[src/rtl/calc_display_if.sv]
`default_nettype none
// ============================================================================
// Module   : calc_display_if
// Brief    : Calculator-to-display bus: digit write port plus LED drive outputs.
// Revision : 1.0
// ============================================================================
interface calc_display_if;
    logic [1:0] status;
    logic [3:0] data;
    logic [3:0] pos;
    logic [7:0] an;
    logic [6:0] seg;
    logic       frame_done;

    modport master (
        output status, data, pos,
        input  an, seg, frame_done
    );

    modport slave (
        input  status, data, pos,
        output an, seg, frame_done
    );
endinterface
`default_nettype wire

[src/rtl/calc_display.sv]
`default_nettype none
// ============================================================================
// Module   : calc_display
// Brief    : Double-buffered 8-digit multiplexed 7-segment driver for a BCD calculator.
// Revision : 1.0
// ============================================================================
module calc_display #(
    parameter int REFRESH_DIV = 50000,
    parameter int BLANK_LZ    = 1
) (
    input  wire logic          clk,
    input  wire logic          rst_n,
    calc_display_if.slave      calc_if
);

    localparam int          DIV_W     = (REFRESH_DIV > 1) ? $clog2(REFRESH_DIV) : 1;
    localparam logic [DIV_W-1:0] DIV_LAST = DIV_W'(REFRESH_DIV - 1);
    localparam logic [1:0]  ST_ERROR  = 2'b00;
    localparam logic [1:0]  ST_BUSY   = 2'b01;
    localparam logic [1:0]  ST_READY  = 2'b10;
    localparam logic [6:0]  SEG_BLANK = 7'b1111111;
    localparam logic [6:0]  SEG_E     = 7'b0000110;
    localparam logic [6:0]  SEG_R     = 7'b0101111;

    logic [3:0]       shadow_q [8];
    logic [3:0]       disp_q   [8];
    logic [1:0]       status_q;
    logic             err_q;
    logic [DIV_W-1:0] div_cnt_q;
    logic [2:0]       scan_idx_q;
    logic [7:0]       an_q;
    logic [6:0]       seg_q;
    logic             frame_done_q;

    logic             capture;
    logic             commit;
    logic [7:0]       lz;
    logic [7:0]       an_d;
    logic [6:0]       seg_d;

    function automatic logic [6:0] f_dec(input logic [3:0] v);
        case (v)
            4'd0:    f_dec = 7'b1000000;
            4'd1:    f_dec = 7'b1111001;
            4'd2:    f_dec = 7'b0100100;
            4'd3:    f_dec = 7'b0110000;
            4'd4:    f_dec = 7'b0011001;
            4'd5:    f_dec = 7'b0010010;
            4'd6:    f_dec = 7'b0000010;
            4'd7:    f_dec = 7'b1111000;
            4'd8:    f_dec = 7'b0000000;
            4'd9:    f_dec = 7'b0010000;
            default: f_dec = SEG_BLANK;
        endcase
    endfunction

    assign capture = (calc_if.status != ST_READY) && (calc_if.pos[3] == 1'b0);
    assign commit  = (calc_if.status == ST_READY) && (status_q != ST_READY);

    // lz[i] is set when every digit from i up to 7 is zero.
    always_comb begin
        lz = '1;
        for (int i = 0; i < 8; i++) begin
            for (int j = 0; j < 8; j++) begin
                if ((j >= i) && (disp_q[j] != 4'd0)) begin
                    lz[i] = 1'b0;
                end
            end
        end
    end

    always_comb begin
        an_d  = ~(8'h01 << scan_idx_q);
        seg_d = f_dec(disp_q[scan_idx_q]);
        if ((BLANK_LZ == 1) && (scan_idx_q != 3'd0) && lz[scan_idx_q]) begin
            seg_d = SEG_BLANK;
        end
        if (err_q) begin
            if (scan_idx_q >= 3'd3) begin
                seg_d = SEG_BLANK;
            end else if (scan_idx_q == 3'd2) begin
                seg_d = SEG_E;
            end else begin
                seg_d = SEG_R;
            end
        end
    end

    always_ff @(posedge clk or negedge rst_n) begin
        if (!rst_n) begin
            for (int i = 0; i < 8; i++) begin
                shadow_q[i] <= 4'd0;
                disp_q[i]   <= 4'd0;
            end
            status_q     <= ST_BUSY;
            err_q        <= 1'b0;
            div_cnt_q    <= '0;
            scan_idx_q   <= 3'd0;
            an_q         <= 8'hFF;
            seg_q        <= SEG_BLANK;
            frame_done_q <= 1'b0;
        end else begin
            status_q     <= calc_if.status;
            frame_done_q <= commit;

            if (capture) begin
                shadow_q[calc_if.pos[2:0]] <= calc_if.data;
            end
            if (commit) begin
                for (int i = 0; i < 8; i++) begin
                    disp_q[i] <= shadow_q[i];
                end
            end
            if (calc_if.status == ST_ERROR) begin
                err_q <= 1'b1;
            end

            if (div_cnt_q == DIV_LAST) begin
                div_cnt_q  <= '0;
                scan_idx_q <= scan_idx_q + 3'd1;
            end else begin
                div_cnt_q  <= div_cnt_q + 1'b1;
            end

            an_q  <= an_d;
            seg_q <= seg_d;
        end
    end

    assign calc_if.an         = an_q;
    assign calc_if.seg        = seg_q;
    assign calc_if.frame_done = frame_done_q;

endmodule
`default_nettype wire

[src/flat_wrapper.sv]
// flat-port wrapper written by rule: the top's interface ports become plain ports
module calc_display_flat 
#(
    parameter int REFRESH_DIV = 50000,
    parameter int BLANK_LZ    = 1
)
  (clk, rst_n, calc_if_status, calc_if_data, calc_if_pos, calc_if_an, calc_if_seg, calc_if_frame_done);
  calc_display_if calc_if_i ();
  input  wire logic clk;
  input  wire logic rst_n;
  input wire logic [$bits(calc_if_i.status)-1:0] calc_if_status;
  input wire logic [$bits(calc_if_i.data)-1:0] calc_if_data;
  input wire logic [$bits(calc_if_i.pos)-1:0] calc_if_pos;
  output wire logic [$bits(calc_if_i.an)-1:0] calc_if_an;
  output wire logic [$bits(calc_if_i.seg)-1:0] calc_if_seg;
  output wire logic [$bits(calc_if_i.frame_done)-1:0] calc_if_frame_done;
  assign calc_if_i.status = calc_if_status;
  assign calc_if_i.data = calc_if_data;
  assign calc_if_i.pos = calc_if_pos;
  assign calc_if_an = calc_if_i.an;
  assign calc_if_seg = calc_if_i.seg;
  assign calc_if_frame_done = calc_if_i.frame_done;
  calc_display #(.REFRESH_DIV(REFRESH_DIV), .BLANK_LZ(BLANK_LZ)) u_core (.clk(clk), .rst_n(rst_n), .calc_if(calc_if_i));
endmodule
[config.mk]
export PLATFORM = sky130hd
export DESIGN_NAME = calc_display_flat
export DESIGN_NICKNAME = d
export VERILOG_FILES = /design/src/rtl/calc_display_if.sv /design/src/rtl/calc_display.sv /design/src/flat_wrapper.sv
export SDC_FILE = /design/constraint.sdc
export NUM_CORES = 1
export LEC_CHECK = 0
export ABC_AREA = 1
export BUFFER_PORTS_ARGS = -buffer_cell sky130_fd_sc_hd__clkbuf_2
export CORE_MARGIN = 4
export CORE_UTILIZATION = 35
export CTS_CLUSTER_DIAMETER = 60
export DETAILED_ROUTE_END_ITERATION = 10
export PLACE_DENSITY_LB_ADDON = 0.25
export RECOVER_POWER = 50
export SETUP_SLACK_MARGIN = 0.4
export SYNTH_ARGS = -nofsm -noshare
export SYNTH_HDL_FRONTEND = slang
export SYNTH_SLANG_ARGS = --single-unit
[constraint.sdc]
create_clock -name clk -period 2.45 [get_ports clk]
set_input_delay 0.49 -clock clk [delete_from_list [all_inputs] [get_ports clk]]
set_output_delay 0.49 -clock clk [all_outputs]
set_load 0.05 [all_outputs]
==> results.cfg <==
[grt]
grt_pass1_wl_um = 16600
grt_pass1_vias = 3413
grt-ovfl-total = 0
grt_use_total = 0.130
antenna_found_initial = 0
grt_max_degree = 50

[clock_tree]
cts_root_buf = clkbuf_16
numClockSinks = 102
worstSkewPairLatency_ns = 0.36
post_cts_buffers = 0
clk_pin_slew_ns = 0.07
cts_tree = yes
cts_buffers = 9
cts.path.max_buffers = 2
cts_max_level = 3
cts_hold_repair.buffers = 0

[power]
ir_drop_mv = 0.332
p_leak_uw = 0.00271
power_density_mw_per_mm2 = 759

[floorplan]
num_rows = 42
die_x_um = 125
core_mm2 = 0.0133
fp.dieArea_mm2 = 0.0156
ios = 28
start_util = 0.359
die_y_um = 125

[timing]
skew_ns = 0.0118
worst_pin_slew_ns = 0.967
fmaxAchievable_mhz = 494
slew_violations = 0
min_period_ns = 2.02
maxSlewHeadroom = 0.356
min_period_over_period = 0.826
setup_viol = 0
hold_viol = 0
fin_setup_tns_ns = 0
grt_setup_unrepaired = no

[final_layout]
finalNetCount = 617
regArea_mm2 = 0.00257
fillers = 1345
n_antenna_cell = 0
post-route-util = 0.404
multiInputGateArea_mm2 = 0.00178
drive_above_1_share = 0.149
syn_to_final_growth_pct = 12.7

[critical_path]
critPathLaunchType = flop
crit_path_end_kind = flop
r2r_cells = 11
cp.required_ns = 2.74
worst-path-max-fanout = 15
path_class = reg -> reg
cp_data_arrival_time_ns = 2.31

[status]
status = finished, final reports clean

[logic_synthesis]
synth.distinct_cells = 34
ys.flop_type = dfrtp_1
synth_seq_area_share = 0.537
synth-seq-cells = 102
synth_warnings = 0
synth_edf_count = 0
synth_area_per_cell_um2 = 8.54
synthCells = 561
async_flop_share = 1.00
syn-num-nets = 585
netlist_area_mm2 = 0.00479

[worst_hold_path]
min_delay_path_depth = 1
hp-class = in -> reg

[routing]
vias_per_cell = 4.63
avgRoutedWirePerCell_um = 12.4
drcViolationCount = 0
finalWirelength_um = 9610
route.vias.total = 3582
first_pass_iters = 4
detail-route-antenna-nets = 0
drt_iter0_markers = 232

[placed_design]
post-dp-hpwl_um = 7060
port_buffers = 27
gp_congestion = 0.827

[flow_run]
drv_cap = 0
-- cell families after synthesis --
family	count (synthesis)	share of synthesized area
DFF	102	0.537
adders and majority gates	12	0.0313
and+or+nand+nor	255	0.240
AOI/OAI and AO/OA	84	0.0901
buffers and inverters	103	0.0920
xor gates and xnor gates	5	0.00914
-- synthesized netlist by cell type, drive strengths merged (2+ instances only) --
cell type	number	share of area
ha	12	0.031
nor2	35	0.030
nor4	4	0.0065
dfstp	16	0.088
xor2	4	0.0073
nand2	164	0.13
clkbuf	3	0.0024
dfrtp	86	0.45
buf	9	0.018
nand4	13	0.017
o21ai	75	0.079
nand3	36	0.047
inv	90	0.071
nor3	2	0.0042
a21oi	5	0.0052
-- layout by cell type (no fill, tap or decap), types with 2 or more instances in the layout --
master,n
o21ai_1,2
nand3_4,2
nand2_1,154
xor2_1,4
o21ai_0,72
clkbuf_1,5
nand3_2,4
nor2_2,4
nand4_1,13
dfrtp_1,86
inv_2,3
buf_4,4
nand3_1,30
dfstp_2,16
inv_1,85
clkbuf_2,25
nand2_2,8
ha_1,12
nor2_1,31
clkbuf_16,9
inv_4,2
nand2_4,2
nor4_1,3
a21oi_1,5
clkinvlp_4,2
nor3_2,2
-- per-stage QoR --
step           worst slack (ns)  area [µm²]  instances  hold slack (ns)  total power [µW]
2_1_floorplan             0.766        4790        561            0.194              2490
3_3_place_gp              0.452        5110        758            0.448              2690
3_5_place_dp              0.411        5110        758            0.456              2710
4_1_cts                   0.555        5400        774            0.123              4140
5_1_grt                   0.267        5400        774            0.257              4330
6_report                  0.427        5400        774            0.265              4100
-- worst paths after layout --
kind | startpoint | end | slack [ns]
worst max-delay path | u_core.scan_idx_q[1] | u_core.calc_if.seg[4] | 0.43
worst min-delay path | calc_if_status[0] | u_core.status_q[0] | 0.27
worst max register to register | u_core.scan_idx_q[1] | u_core.calc_if.seg[4] | 0.43
worst min register to register | u_core.div_cnt_q[0] | u_core.div_cnt_q[0] | 0.46
max in group asynchronous | rst_n | u_core.calc_if.frame_done | 0.89
min in group asynchronous | rst_n | u_core.scan_idx_q[2] | 0.29
-- area by class of cell --
type                       count  area share
timing repair buffer          33      0.0345
tap                          176      0.0408
clock inverter                 5      0.0109
clock buffer                  11      0.0431
sequential                   102       0.476
inverter                      91      0.0642
multi-input combinational    356       0.330
-- state kept, by name, indices dropped and copies added, names as in the netlist --
register and cells:
u_core.div_cnt_q 16, u_core.calc_if.frame_done 1, u_core.calc_if.seg 7, u_core.status_q 2, u_core.shadow_q 32, u_core.err_q 1, u_core.calc_if.an 8, u_core.scan_idx_q 3
u_core.disp_q 32
-- timing repair --
item | CTS | global route
endpoints found under the setup margin | 2 | 5
gates resized for setup | 1 | 5
pin swaps | 0 | 0
-- routing by layer --
metal / track usage / vias up / wire, µm
li1: - / 1839 / -
met5: 0 / - / 0
met1: 0.182 / 1665 / 4910
met4: 0.0580 / 0 / 211
met2: 0.194 / 64 / 4140
met3: 0.0273 / 14 / 351
-- power breakdown --
group / switching, µW / internal, µW / total (µW)
Combinational: 420 / 219 / 639
Clock: 627 / 794 / 1420
Sequential: 114 / 1920 / 2040
Total: 1160 / 2940 / 4100
-- worst max-delay path: stages, from the launching register on --
cell	delay, ns
dfrtp_1	0.70
inv_4	0.15
ha_1	0.25
inv_1	0.06
nor2_1	0.06
nor2_1	0.11
nand3_1	0.07
nor2_1	0.15
nand2_1	0.17
nand3_1	0.12
nand2_1	0.06
nand2_1	0.07
Note: power is estimated with default switching activity, not from simulation.
